### src/rtl/fifo_wr_arbiter.sv
// Round-robin arbiter sharing one async-FIFO write port among NREQ producers.
// Grants a requester for a burst, muxes its data, and gates each beat with fifo_full.
module fifo_wr_arbiter #(
    parameter int unsigned NREQ      = 4,
    parameter int unsigned DW        = 8,
    parameter int unsigned MAX_BURST = 8,
    parameter int unsigned IDW       = 2
) (
    input  logic                 wr_clk,
    input  logic                 wr_rst,
    input  logic [NREQ-1:0]      req,
    input  logic [NREQ*DW-1:0]   data,
    input  logic [NREQ-1:0]      last,
    output logic [NREQ-1:0]      ready,
    output logic                 fifo_wr_en,
    output logic [DW-1:0]        fifo_wr_data,
    input  logic                 fifo_full,
    output logic [IDW-1:0]       gnt_id,
    output logic                 busy
);

    typedef enum logic {IDLE, GRANT} state_t;

    state_t         state, state_n;
    logic [IDW-1:0] gnt_id_n;
    logic [IDW-1:0] last_winner, last_winner_n;
    logic [IDW-1:0] winner;
    logic           found;
    logic [7:0]     beat_cnt, beat_cnt_n;
    logic           beat;

    // Scan upward from the slot after the previous winner, wrapping at NREQ.
    always_comb begin
        int unsigned s;
        winner = '0;
        found  = 1'b0;
        s      = 0;
        for (int unsigned k = 1; k <= NREQ; k++) begin
            s = 32'(last_winner) + k;
            if (s >= NREQ) s = s - NREQ;
            if (!found && req[IDW'(s)]) begin
                winner = IDW'(s);
                found  = 1'b1;
            end
        end
    end

    always_comb begin
        state_n       = state;
        gnt_id_n      = gnt_id;
        last_winner_n = last_winner;
        beat_cnt_n    = beat_cnt;
        ready         = '0;
        fifo_wr_en    = 1'b0;
        fifo_wr_data  = '0;
        beat          = 1'b0;
        case (state)
            IDLE: begin
                if (found) begin
                    state_n       = GRANT;
                    gnt_id_n      = winner;
                    last_winner_n = winner;
                    beat_cnt_n    = '0;
                end
            end
            GRANT: begin
                ready[gnt_id] = !fifo_full;
                beat          = req[gnt_id] & !fifo_full;
                fifo_wr_en    = beat;
                fifo_wr_data  = data[gnt_id*DW +: DW];
                if (beat) beat_cnt_n = beat_cnt + 8'd1;
                // Abandon releases even during a full stall; last/cap only on an accepted beat.
                if (!req[gnt_id] || (beat && (last[gnt_id] || beat_cnt_n == 8'(MAX_BURST))))
                    state_n = IDLE;
            end
        endcase
    end

    always_ff @(posedge wr_clk or negedge wr_rst) begin
        if (!wr_rst) begin
            state       <= IDLE;
            gnt_id      <= '0;
            last_winner <= IDW'(NREQ - 1);
            beat_cnt    <= '0;
        end else begin
            state       <= state_n;
            gnt_id      <= gnt_id_n;
            last_winner <= last_winner_n;
            beat_cnt    <= beat_cnt_n;
        end
    end

    assign busy = (state == GRANT);

endmodule

### config.mk
export PLATFORM = sky130hd
export DESIGN_NAME = fifo_wr_arbiter
export DESIGN_NICKNAME = d
export VERILOG_FILES = /design/src/rtl/fifo_wr_arbiter.sv
export SDC_FILE = /design/constraint.sdc
export NUM_CORES = 1
export LEC_CHECK = 0
export BUFFER_PORTS_ARGS = -buffer_cell sky130_fd_sc_hd__buf_2
export CAP_MARGIN = 20
export CORE_ASPECT_RATIO = 0.5
export CORE_MARGIN = 1
export CORE_UTILIZATION = 46
export DETAILED_ROUTE_END_ITERATION = 16
export MAX_ROUTING_LAYER = met4
export PLACE_DENSITY = 0.88
export SLEW_MARGIN = 20
export SYNTH_ARGS = -nofsm -noshare
export SYNTH_HDL_FRONTEND = slang
export SYNTH_SLANG_ARGS = --single-unit
export TNS_END_PERCENT = 10
### constraint.sdc
create_clock -name wr_clk -period 2.4 [get_ports wr_clk]
set_clock_uncertainty 0.15 [all_clocks]
set_input_delay 0.48 -clock wr_clk [delete_from_list [all_inputs] [get_ports wr_clk]]
set_output_delay 0.48 -clock wr_clk [all_outputs]
set_load 0.03 [all_outputs]
Word-level counts from Yosys, hierarchy flattened
Index checks and enable logic that the tools add are counted.

storage, ports and cells
  bits in registers = 13
  output and inout port bits = 16
  logic and storage cells = 78

cells by class
  add/sub/neg operators = 9
  $lt $le $gt $ge = 10
  equality and inequality tests = 2
  shifts and indexed selects = 1
  muxes and demuxes = 36
  bitwise logic cells = 3
  reduce and logical (&&, ||, !) cells = 13

operator list
  cell                                                                number
  2-to-1 mux 8 bit                                                    4
  variable part select 32 x 6 -> 8 bit                                1
  2-to-1 mux 2 bit                                                    8
  case mux 8 bit (2 select lines)                                     1
  less-than comparator 2 x 3 -> 1 bit (second input constant)         5
  2-to-1 mux 1 bit                                                    14
  binary-select mux 1 bit (select 2 bit)                              6
  greater-or-equal comparator 3 bit (second input constant)           3
  adder 8 x 1 -> 8 bit (second input constant)                        1
  equality test 8 x 4 -> 1 bit (second input constant)                1
  subtractor 2 x 1 -> 2 bit (second input constant)                   4
  adder 2 x 2 -> 3 bit (second input constant)                        2
  logical AND 1 bit                                                   5
  logical NOT 1 bit                                                   5
  adder 2 x 3 -> 4 bit (second input constant)                        1
  bitwise AND 4 bit                                                   1
  greater-or-equal comparator 4 x 3 -> 1 bit (second input constant)  1
  2-to-1 mux 4 bit                                                    1
  adder 2 x 1 -> 3 bit (second input constant)                        1
  demux 1 bit (select 2 bit)                                          1
  greater-or-equal comparator 2 x 1 -> 1 bit (second input constant)  1
  logical OR 1 bit                                                    2
  != test 2 bit (second input constant)                               1
  case mux 1 bit (2 select lines)                                     1
  3 further kinds                                                     3

Depth between registers and ports, before layout
  depth after elaboration = 17
  gate-level depth with buffers = 7
  depth with buffers taken out = 6

Worst setup path after synthesis
No wires, ideal clock.

  path type = register -> output
  start point = reg gnt_id[0]
  end point = out fifo_wr_data[0]
  arrival = 1932 ps
  slack = -162 ps
  stages on the path, launching flop included = 5
  buffers on the path = 2
  cell sequence = dfrtp_1 > buf_2 > buf_1 > mux4_2 > and2_1

on the way
  longest elaborated chain between the ends = 2

RTL lines
  item                                  line  RTL
  start: declaration                    18    output logic [IDW-1:0] gnt_id,
  start signal: assignment              87    gnt_id <= gnt_id_n;
  variable part select 32 x 6 -> 8 bit  70    fifo_wr_data = data[gnt_id*DW +: DW];
  2-to-1 mux 8 bit                      57    case (state)
  end: declaration                      16    output logic [DW-1:0] fifo_wr_data,

Every way passes these cells.

Final worst setup path
  start point = reg gnt_id[0]
  end point = out fifo_wr_data[7]

The elaborated chain is that of the path after synthesis.

==> results.md <==
| Item | Reported |
|---|---|
| Area Growth Syn to Fin | 30.3% |
| Fraction of final layout cells with drive strength greater than 1 | 44.1% |
| Count of maximum capacitance violations | 0 |
| Storage cell area | 328 µm² |
| Proportion of synthesized chip area in sequential cells | 26.5% |
| Worst path buffer plus inverter count | 2 |
| Post-CTS Setup Repair Bufs | 0 |
| Row count | 12 |
| Max-slew violation count | 0 |
| H-Tree Depth | 1 |
| Insertion delay to the later sink of the worst-skew pair | 0.25 ns |
| Proportion of synthesized flip-flops having asynchronous set or reset | 100% |
| Number of buffers inserted by port buffering | 58 |
| Antenna diode count | 0 |
| Worst path top cell family by delay | multiplexers |
| CTS Buf Count | 3 |
| Setup-failing EPs final | 0 |
| DR DRC count | 0 |
| Final hold violation count | 0 |
| Total number of vias | 1244 |
| Initial DRC Count | 69 |
| Highest achievable clock rate | 435 MHz |
| Outcome | complete, no violations |
| Number of I/O pins | 59 |
| CP required | 1.77 ns |
| Data arrival, critical path | 1.67 ns |
| Final Wtd Congestion | 0.808 |
| Number of buffers inserted for hold repair after clock tree synthesis | 1 |
| Die Footprint | 0.00291 mm² |
| Worst max-slew margin expressed relative to the limit | 70.1% |
| Most common library cell in the layout ignoring fill and taps | sky130_fd_sc_hd__buf_2 |
| Detailed placer's ending HPWL | 2.32 mm |
| Synth Flop Type | sky130_fd_sc_hd__dfrtp_1 |
| PnR Total Power | 1.68 mW |
| Overall track demand over capacity in global routing | 23.5% |
| Number of library cell types mapped by synthesis | 43 |
| Ratio of total power to cell area | 1040 mW/mm² |
| P_leak | 0.738 nW |
| EDFF count, synth | 0 |
| #FFs+latches synth | 13 |
| Iteration count of the initial detailed-routing pass | 4 |
| Instance count of the mapped netlist | 130 |
| Aggregate negative setup slack | 0 ns |
| Initial cell density of the core | 52.1% |
| Cells traversed along the worst timing path | buf_12, mux4_1, and2_1, buf_2 |
| Time the final worst path needs with I/O delays and setup | 2.30 ns |
| Largest net degree at the start of global routing | 16 |
| Filler Cells Inserted | 195 |
| Number of nets produced by synthesis | 174 |
| Maximum VDD drop | 0.679 mV |
| Number of global-route vias before repair | 1097 |
| Clock tree from TritonCTS | yes |
| Warning count from the yosys run | 0 |
| Height of the die | 38.6 µm |
| Routed Wire Length | 2.94 mm |
| Area used by multi-input combinational logic | 833 µm² |
| Startpoint types | flop |
| Floorplan die width | 75.3 µm |
| Highest cell delay on the worst timing path | 0.53 ns |
| Commonest cells after routing, fill and taps aside | sky130_fd_sc_hd__buf_2, sky130_fd_sc_hd__nand2_1, sky130_fd_sc_hd__dfrtp_1 |
| Worst-path maximum fanout | 15 |
| HP Class | reg2reg |
| Core region area | 0.00237 mm² |
| Layout Nets | 231 |
| Post-synthesis cell area | 0.00123 mm² |
| Gr ovfl total | 0 |
| Synthesized area per cell | 9.50 µm² |
| Post-route ant nets | 0 |
| Share of the clock period used by the worst path after layout | 95.7% |
| Clock slew at reported path FFs | 0.06 ns |
| Deepest clock path buffer count | 2 |
| Critical Setup Path Class | reg2out |
| Number of gates given a new drive strength after cts | 0 |
| Slew at the pin with the worst max-slew slack | 0.445 ns |
| Clock root buffer master | sky130_fd_sc_hd__clkbuf_8 |
| Highest-delay cell along the critical path | sky130_fd_sc_hd__mux4_1 |
| Routed length per instance | 13.3 µm |
| Unrepaired setup endpoints after global routing | no |
| CTS sink count | 13 |
| Crit end category | output port |
| Antenna violations before repair | 0 |
| Vias per inst | 5.63 |
| Wire length of the first global-routing pass | 4.84 mm |
| Utilization after layout | 67.8% |
-- through the flow --
step	setup slack, ns	std cells	cell area (µm²)	hold WS (ns)
final	0.102	221	1610	0.363
after global routing	0.0292	221	1610	0.387
after CTS	0.0857	221	1610	0.359
after detailed placement	0.131	216	1550	0.236
after global placement	0.179	216	1550	0.233
after floorplan	0.0170	130	1240	0.0344
-- final cells by class --
type                            count  share of cell area (%)
Clock buffer                        3                    2.57
Clock inverter                      1                   0.311
Inverter                            4                   0.933
Multi-Input combinational cell    102                    51.8
Sequential cell                    13                    20.4
Tap cell                           35                    2.72
Timing Repair Buffer               63                    21.3
-- metal layers --
| metal | part of all wire (%) | GRT usage (%) | wire length (µm) | vias to the layer above |
|---|---|---|---|---|
| met4 | 0.78 | 6.94 | 23 | 0 |
| met2 | 48 | 39.2 | 1420 | 54 |
| met5 | 0 | - | 0 | - |
| met3 | 6.4 | 4.17 | 189 | 4 |
| li1 | - | - | - | 604 |
| met1 | 44 | 30.0 | 1300 | 582 |
-- synth_stat cells, types with 3 or more instances --
library cell	count	area share, %
sky130_fd_sc_hd__nand2b_1	3	1.5
sky130_fd_sc_hd__nor2_1	5	1.5
sky130_fd_sc_hd__clkbuf_1	6	1.8
sky130_fd_sc_hd__o22ai_1	4	2.0
sky130_fd_sc_hd__inv_1	4	1.2
sky130_fd_sc_hd__xnor2_1	7	5.0
sky130_fd_sc_hd__mux4_2	9	16
sky130_fd_sc_hd__nand3_1	5	2.0
sky130_fd_sc_hd__dfrtp_1	11	22
sky130_fd_sc_hd__a22o_1	8	5.7
sky130_fd_sc_hd__nand2_1	13	4.0
sky130_fd_sc_hd__nor3_1	3	1.2
sky130_fd_sc_hd__and2_1	9	4.6
sky130_fd_sc_hd__o21ai_0	7	2.8
-- registers in the layout, summed over array words and instances, names as in the netlist --
register	cells
gnt_id	2
busy	1
beat_cnt	8
last_winner	2
-- cell families (layout without fill, tap and decap cells) --
family,Yosys count,in the layout,synth area share [%]
adder cells (fa/ha/maj),1,1,1.01
XOR/XNOR,8,8,5.67
multiplexers,12,12,20.7
buffers and inverters,15,71,5.98
AND/OR/NAND/NOR,51,51,22.6
flip-flops,13,13,26.5
AO/OA/AOI/OAI,30,30,17.5
-- power breakdown --
| part | internal, mW | total [mW] | switching, mW |
|---|---|---|---|
| clock | 0.115 | 0.199 | 0.0845 |
| combinational | 0.481 | 1.09 | 0.608 |
| sequential | 0.289 | 0.389 | 0.0999 |
| total | 0.885 | 1.68 | 0.793 |
-- worst paths after layout --
path / from / end / slack (ns) / cells after the start
hold / removal: last_winner[1]$_DFFE_PN1P_ / last_winner[1]$_DFFE_PN1P_ / 0.36 / 2
setup reg to reg: gnt_id[1]$_DFFE_PN0P_ / busy$_DFF_PN0_ / 0.33 / 5
hold reg to reg: last_winner[1]$_DFFE_PN1P_ / last_winner[1]$_DFFE_PN1P_ / 0.36 / 2
max in group asynchronous: wr_rst / last_winner[0]$_DFFE_PN1P_ / 1.32 / 2
min in group asynchronous: wr_rst / beat_cnt[5]$_DFFE_PN0P_ / 0.50 / 2
setup / recovery: gnt_id[0]$_DFFE_PN0P_ / fifo_wr_data[7] / 0.10 / 4
-- worst reg2reg max path, cell delays in order (launching register included) --
cell and delay, ns:
sky130_fd_sc_hd__dfrtp_1 0.38, sky130_fd_sc_hd__mux4_2 0.61, sky130_fd_sc_hd__nand3_1 0.19, sky130_fd_sc_hd__mux2_2 0.35
sky130_fd_sc_hd__o22ai_1 0.14, sky130_fd_sc_hd__a41oi_1 0.12
Note: power is estimated with default switching activity, not from simulation.
